**src/rtl/regfile_wb_scoreboard.sv**
```systemverilog
// MIPS integer register file with per-register pending-write scoreboard.
// Optional same-cycle WB->ID bypass compiled in with REGFILE_BYPASS_EN.
module regfile_wb_scoreboard #(
  parameter int DATA_W = 32,
  parameter int ADDR_W = 5,
  parameter int CNT_W  = 2
) (
  input  logic              clk,
  input  logic              rst,
  input  logic [ADDR_W-1:0] RsAddr_id,
  input  logic [ADDR_W-1:0] RtAddr_id,
  output logic [DATA_W-1:0] RsData_id,
  output logic [DATA_W-1:0] RtData_id,
  output logic              RsBusy_id,
  output logic              RtBusy_id,
  input  logic              Issue_id,
  input  logic [ADDR_W-1:0] IssueAddr_id,
  input  logic              RegWrite_wb,
  input  logic [ADDR_W-1:0] RegWriteAddr_wb,
  input  logic [DATA_W-1:0] RegWriteData_wb,
  output logic              SbError
);

  localparam int NREG = 2 ** ADDR_W;
  localparam logic [CNT_W-1:0] CNT_MAX = {CNT_W{1'b1}};
  localparam logic [CNT_W-1:0] CNT_ONE = CNT_W'(1);

  logic [DATA_W-1:0] regs_q [NREG];
  logic [CNT_W-1:0]  cnt_q  [NREG];
  logic [CNT_W-1:0]  cnt_d  [NREG];
  logic              err_q, err_d;

  logic              wb_en;
  logic [DATA_W-1:0] rs_arr, rt_arr;
  logic              rs_cnt_nz, rt_cnt_nz;

  // Register 0 is architecturally zero: writes, issues and retires to it are ignored.
  assign wb_en = RegWrite_wb && (RegWriteAddr_wb != '0);

  always_comb begin
    err_d = err_q;
    for (int r = 0; r < NREG; r++) begin
      cnt_d[r] = cnt_q[r];
    end
    for (int r = 1; r < NREG; r++) begin
      if (Issue_id && (IssueAddr_id == ADDR_W'(r)) &&
          !(RegWrite_wb && (RegWriteAddr_wb == ADDR_W'(r)))) begin
        if (cnt_q[r] == CNT_MAX) err_d = 1'b1;
        else                     cnt_d[r] = cnt_q[r] + CNT_ONE;
      end else if (RegWrite_wb && (RegWriteAddr_wb == ADDR_W'(r)) &&
                   !(Issue_id && (IssueAddr_id == ADDR_W'(r)))) begin
        if (cnt_q[r] == '0) err_d = 1'b1;
        else                cnt_d[r] = cnt_q[r] - CNT_ONE;
      end
    end
  end

  always_ff @(posedge clk) begin
    if (rst) begin
      for (int r = 0; r < NREG; r++) begin
        regs_q[r] <= '0;
        cnt_q[r]  <= '0;
      end
      err_q <= 1'b0;
    end else begin
      if (wb_en) regs_q[RegWriteAddr_wb] <= RegWriteData_wb;
      for (int r = 0; r < NREG; r++) begin
        cnt_q[r] <= cnt_d[r];
      end
      err_q <= err_d;
    end
  end

  assign rs_arr    = (RsAddr_id == '0) ? '0 : regs_q[RsAddr_id];
  assign rt_arr    = (RtAddr_id == '0) ? '0 : regs_q[RtAddr_id];
  assign rs_cnt_nz = (RsAddr_id != '0) && (cnt_q[RsAddr_id] != '0);
  assign rt_cnt_nz = (RtAddr_id != '0) && (cnt_q[RtAddr_id] != '0);
  assign SbError   = err_q;

`ifdef REGFILE_BYPASS_EN
  // A retire of the last pending writer is visible to ID in the same cycle.
  assign RsData_id = (wb_en && (RegWriteAddr_wb == RsAddr_id)) ? RegWriteData_wb : rs_arr;
  assign RtData_id = (wb_en && (RegWriteAddr_wb == RtAddr_id)) ? RegWriteData_wb : rt_arr;
  assign RsBusy_id = rs_cnt_nz &&
                     !(wb_en && (RegWriteAddr_wb == RsAddr_id) && (cnt_q[RsAddr_id] == CNT_ONE));
  assign RtBusy_id = rt_cnt_nz &&
                     !(wb_en && (RegWriteAddr_wb == RtAddr_id) && (cnt_q[RtAddr_id] == CNT_ONE));
`else
  assign RsData_id = rs_arr;
  assign RtData_id = rt_arr;
  assign RsBusy_id = rs_cnt_nz;
  assign RtBusy_id = rt_cnt_nz;
`endif

endmodule
```
**config.mk**
```make
export PLATFORM = sky130hd
export DESIGN_NAME = regfile_wb_scoreboard
export DESIGN_NICKNAME = d
export VERILOG_FILES = /design/src/rtl/regfile_wb_scoreboard.sv
export SDC_FILE = /design/constraint.sdc
export NUM_CORES = 2
export LEC_CHECK = 0
export ABC_AREA = 1
export CORE_UTILIZATION = 30
export CTS_BUF_LIST = sky130_fd_sc_hd__clkbuf_2 sky130_fd_sc_hd__clkbuf_4 sky130_fd_sc_hd__clkbuf_8
export CTS_CLUSTER_DIAMETER = 30
export CTS_CLUSTER_SIZE = 24
export DETAILED_ROUTE_END_ITERATION = 8
export PLACE_DENSITY = 0.44
export REMOVE_ABC_BUFFERS = 1
export SETUP_SLACK_MARGIN = 0.2
export SLEW_MARGIN = 25
export SYNTH_ARGS = -nofsm -noshare
export SYNTH_HDL_FRONTEND = slang
export SYNTH_SLANG_ARGS = --single-unit
```
**constraint.sdc**
```tcl
create_clock -name clk -period 3.7 [get_ports clk]
set_clock_uncertainty 0.15 [all_clocks]
set_input_delay 0.74 -clock clk [delete_from_list [all_inputs] [get_ports clk]]
set_output_delay 0.74 -clock clk [all_outputs]
set_load 0.02 [all_outputs]
```
==> results_dict.tcl <==
set metrics [dict create \
    status "finished clean" \
    r2r_slack_ns 2.05 \
    clockBufferDepth 4 \
    syn_area_um2 62700 \
    die_y_um 459 \
    wl_per_cell_um 26.9 \
    hp-start "cnt_q[9][1]" \
    ir_drop_mv 0.408 \
    fp.dieW_um 459 \
    wl_met1_um 127000 \
    cpMostUsedCell "buf_16" \
    grt_max_degree 73 \
    worst-setup-path-type "in2out" \
    hold_violations 0 \
    powerDensity_nw_per_um2 491 \
    dr_wl_met2_um 138000 \
    vias_per_cell 5.40 \
    cp_slowest_cell "bufbuf_16" \
    die-area_um2 211000 \
    drive_above_1_share_pct 16.4 \
    cap_viol_max_count 0 \
    min_path_type "reg2reg" \
    relSlewSlack_pct 46.4 \
    p_leak_uw 0.0333 \
    nets 8416 \
    synth_edf_count 1024 \
    wl_um 305000 \
    path_delay_family "buffers and inverters" \
    rr_worst_depth 7 \
    grt_pass1_wl_um 426000 \
    yosysSeqAreaShare_pct 51.0 \
    syn_to_final_growth_pct 26.6 \
    async_flop_share_pct 0 \
    arrival_ns 2.62 \
    register_area_um2 32000 \
    fin_ws_ns 0.186 \
    clk_latency_ns 1.03 \
    grt_usage_pct 28.1 \
    path_cells "buf_16 -> buf_16 -> buf_16 -> bufbuf_16 -> a21oi_1 -> o21ai_1 -> nand3_1 -> nand3_1 -> nand2_2 -> nor2_1 -> nor2_1 -> buf_4 -> buf_6" \
    drtIter0Drc 7403 \
    critical_path_buf_inv_count 6 \
    rr_endpoint "SbError" \
    top_layer "met4" \
    crit_fanout 18 \
    drtAntennaViolNets 0 \
    final_cell_mix "nand2_1, nor2_1, nand3_1" \
    htreeDepth 5 \
    cp-start-kind "input pin" \
    hold_ws_ns 0.345 \
    fin_setup_tns_ns 0 \
    final_common_cell "nand2_1" \
    synth_warnings 0 \
    grt_pass1_vias 58500 \
    wl_met3_um 25500 \
    via_count 61300 \
    syn_area_per_cell_um2 7.97 \
    drc 0 \
    hpwl_um 187000 \
    netlist_instances 7873 \
    cts_root_buffer "clkbuf_8" \
    multi_input_area_um2 25300 \
    io_pins 123 \
    reg2reg_from "cnt_q[4][1]" \
    gp_congestion 0.898 \
    clock.fmax_ghz 0.285 \
    hold_depth 2 \
    max_stage_delay_ns 0.30 \
    fp-row-count 167 \
    drt_pass1_iterations 6 \
    numPortBuffers 122 \
    endpoint_kind "output pin" \
    place_ws_ns -0.276 \
    period_share_pct 95.0 \
    cts.clk_slew.worst_paths_ns 0.04 \
    cts_made_buffers 347 \
    drv_slew 0 \
    crit_required_ns 2.81 \
    grt_antenna_before_repair 11 \
    synth_seq_cells 1087 \
    ys.flop_type "edfxtp_1" \
    min_to "cnt_q[9][1]" \
    fin_crit_ns 3.51 \
    finalSetupViolations 0 \
    grt_setup_unrepaired "yes" \
    core_area_um2 207000 \
    cts_sinks 1087 \
    gr-total-overflow 0 \
    cts_tree "built" \
    tightest_slew_ns 0.803 \
    synthDistinctLibCells 27 \
    start_util_pct 30.2 \
    nFillCells 21200 \
]
## sequential cells by signal, indices dropped and copies added, names as in the netlist
signal / flops
SbError: 1
regs_q: 1024
cnt_q: 62
## layout make-up
cell class,instances,share of cell area [%]
Sequential cell,1087,40.3
Tap cell,2788,4.39
Clock buffer,410,6.69
Timing Repair Buffer,699,10.0
Multi-Input combinational cell,5309,31.9
Inverter,854,4.10
Clock inverter,192,2.53
Antenna cell,7,0.0221
## tightest hold or removal path: stages (launching register included)
cell     delay [ns]
dfxtp_1        0.31
o21ai_0        0.07
a21oi_1        0.06
## cells by family after synthesis
logic type / after synthesis / synth area share, %
flops: 1087 / 51.0
buf+inv: 1508 / 9.58
compound gates: 1086 / 10.7
fa+ha+maj: 63 / 1.25
simple gates: 4128 / 27.4
other cells: 1 / 0.00598
## how the worst max path moves through the flow
stage / from / to / slack [ns] / depth (start not counted)
final: RtAddr_id[0] / RtData_id[3] / 0.19 / 13
after global routing: RtAddr_id[0] / RtData_id[22] / 0.16 / 11
after CTS: cnt_q[27][0] / RtBusy_id / 0.04 / 9
after detailed placement: RsAddr_id[0] / RsData_id[24] / -0.28 / 12
after global placement: RsAddr_id[0] / RsData_id[24] / -0.27 / 12
after floorplan: RsAddr_id[1] / RsBusy_id / -1.78 / 8
## synth_stat cells, types with 2 or more instances
cell type  count  share of area [%]
or3_1          2              0.020
edfxtp_1    1024                 49
clkbuf_1     344                2.1
o211ai_1     515                6.2
o21ai_0      281                2.2
inv_2          8              0.048
nand3_1     1185                9.5
a211oi_1       3              0.036
nor3_1        28               0.22
dfxtp_1       63                2.0
nand3b_1       9               0.11
buf_4         16               0.19
nand4_1        8              0.080
ha_1          62                1.2
or2_2         40               0.40
inv_1        846                5.1
a21oi_1      286                2.3
nor2_1      1406                8.4
nand2_1     1447                8.7
buf_2        228                1.8
buf_1         66               0.39
## layer usage
metal  up-vias  GRT usage, %
met5         -             0
met2      3218          44.9
met3       778          4.59
met4         0          12.8
li1      27300             -
met1     30000          37.1
## timing repair
item                       4_1_cts  5_1_grt
gates resized for setup        213      116
pin swaps                        6       17
gates cloned                    10        6
hold endpoints to repair        11        0
setup endpoints to repair       63       51
hold buffers                     1        0
setup buffers                   14        3
## stage by stage
stage | utilization (%) | std cells | area, µm² | power (µW)
after CTS | 38.1 | 11300 | 79000 | 39100
after global placement | 34.2 | 10700 | 70900 | 19600
after floorplan | - | 7250 | 60000 | 16600
after global routing | 38.3 | 11300 | 79400 | 40200
final | 38.3 | 11300 | 79400 | 39000
after detailed placement | 34.2 | 10700 | 70900 | 19600
## power breakdown
part	switching (µW)	internal (µW)
Sequential	270	14100
Combinational	3560	1690
Clock	7070	12200
Power figures use the tool's default switching activity.
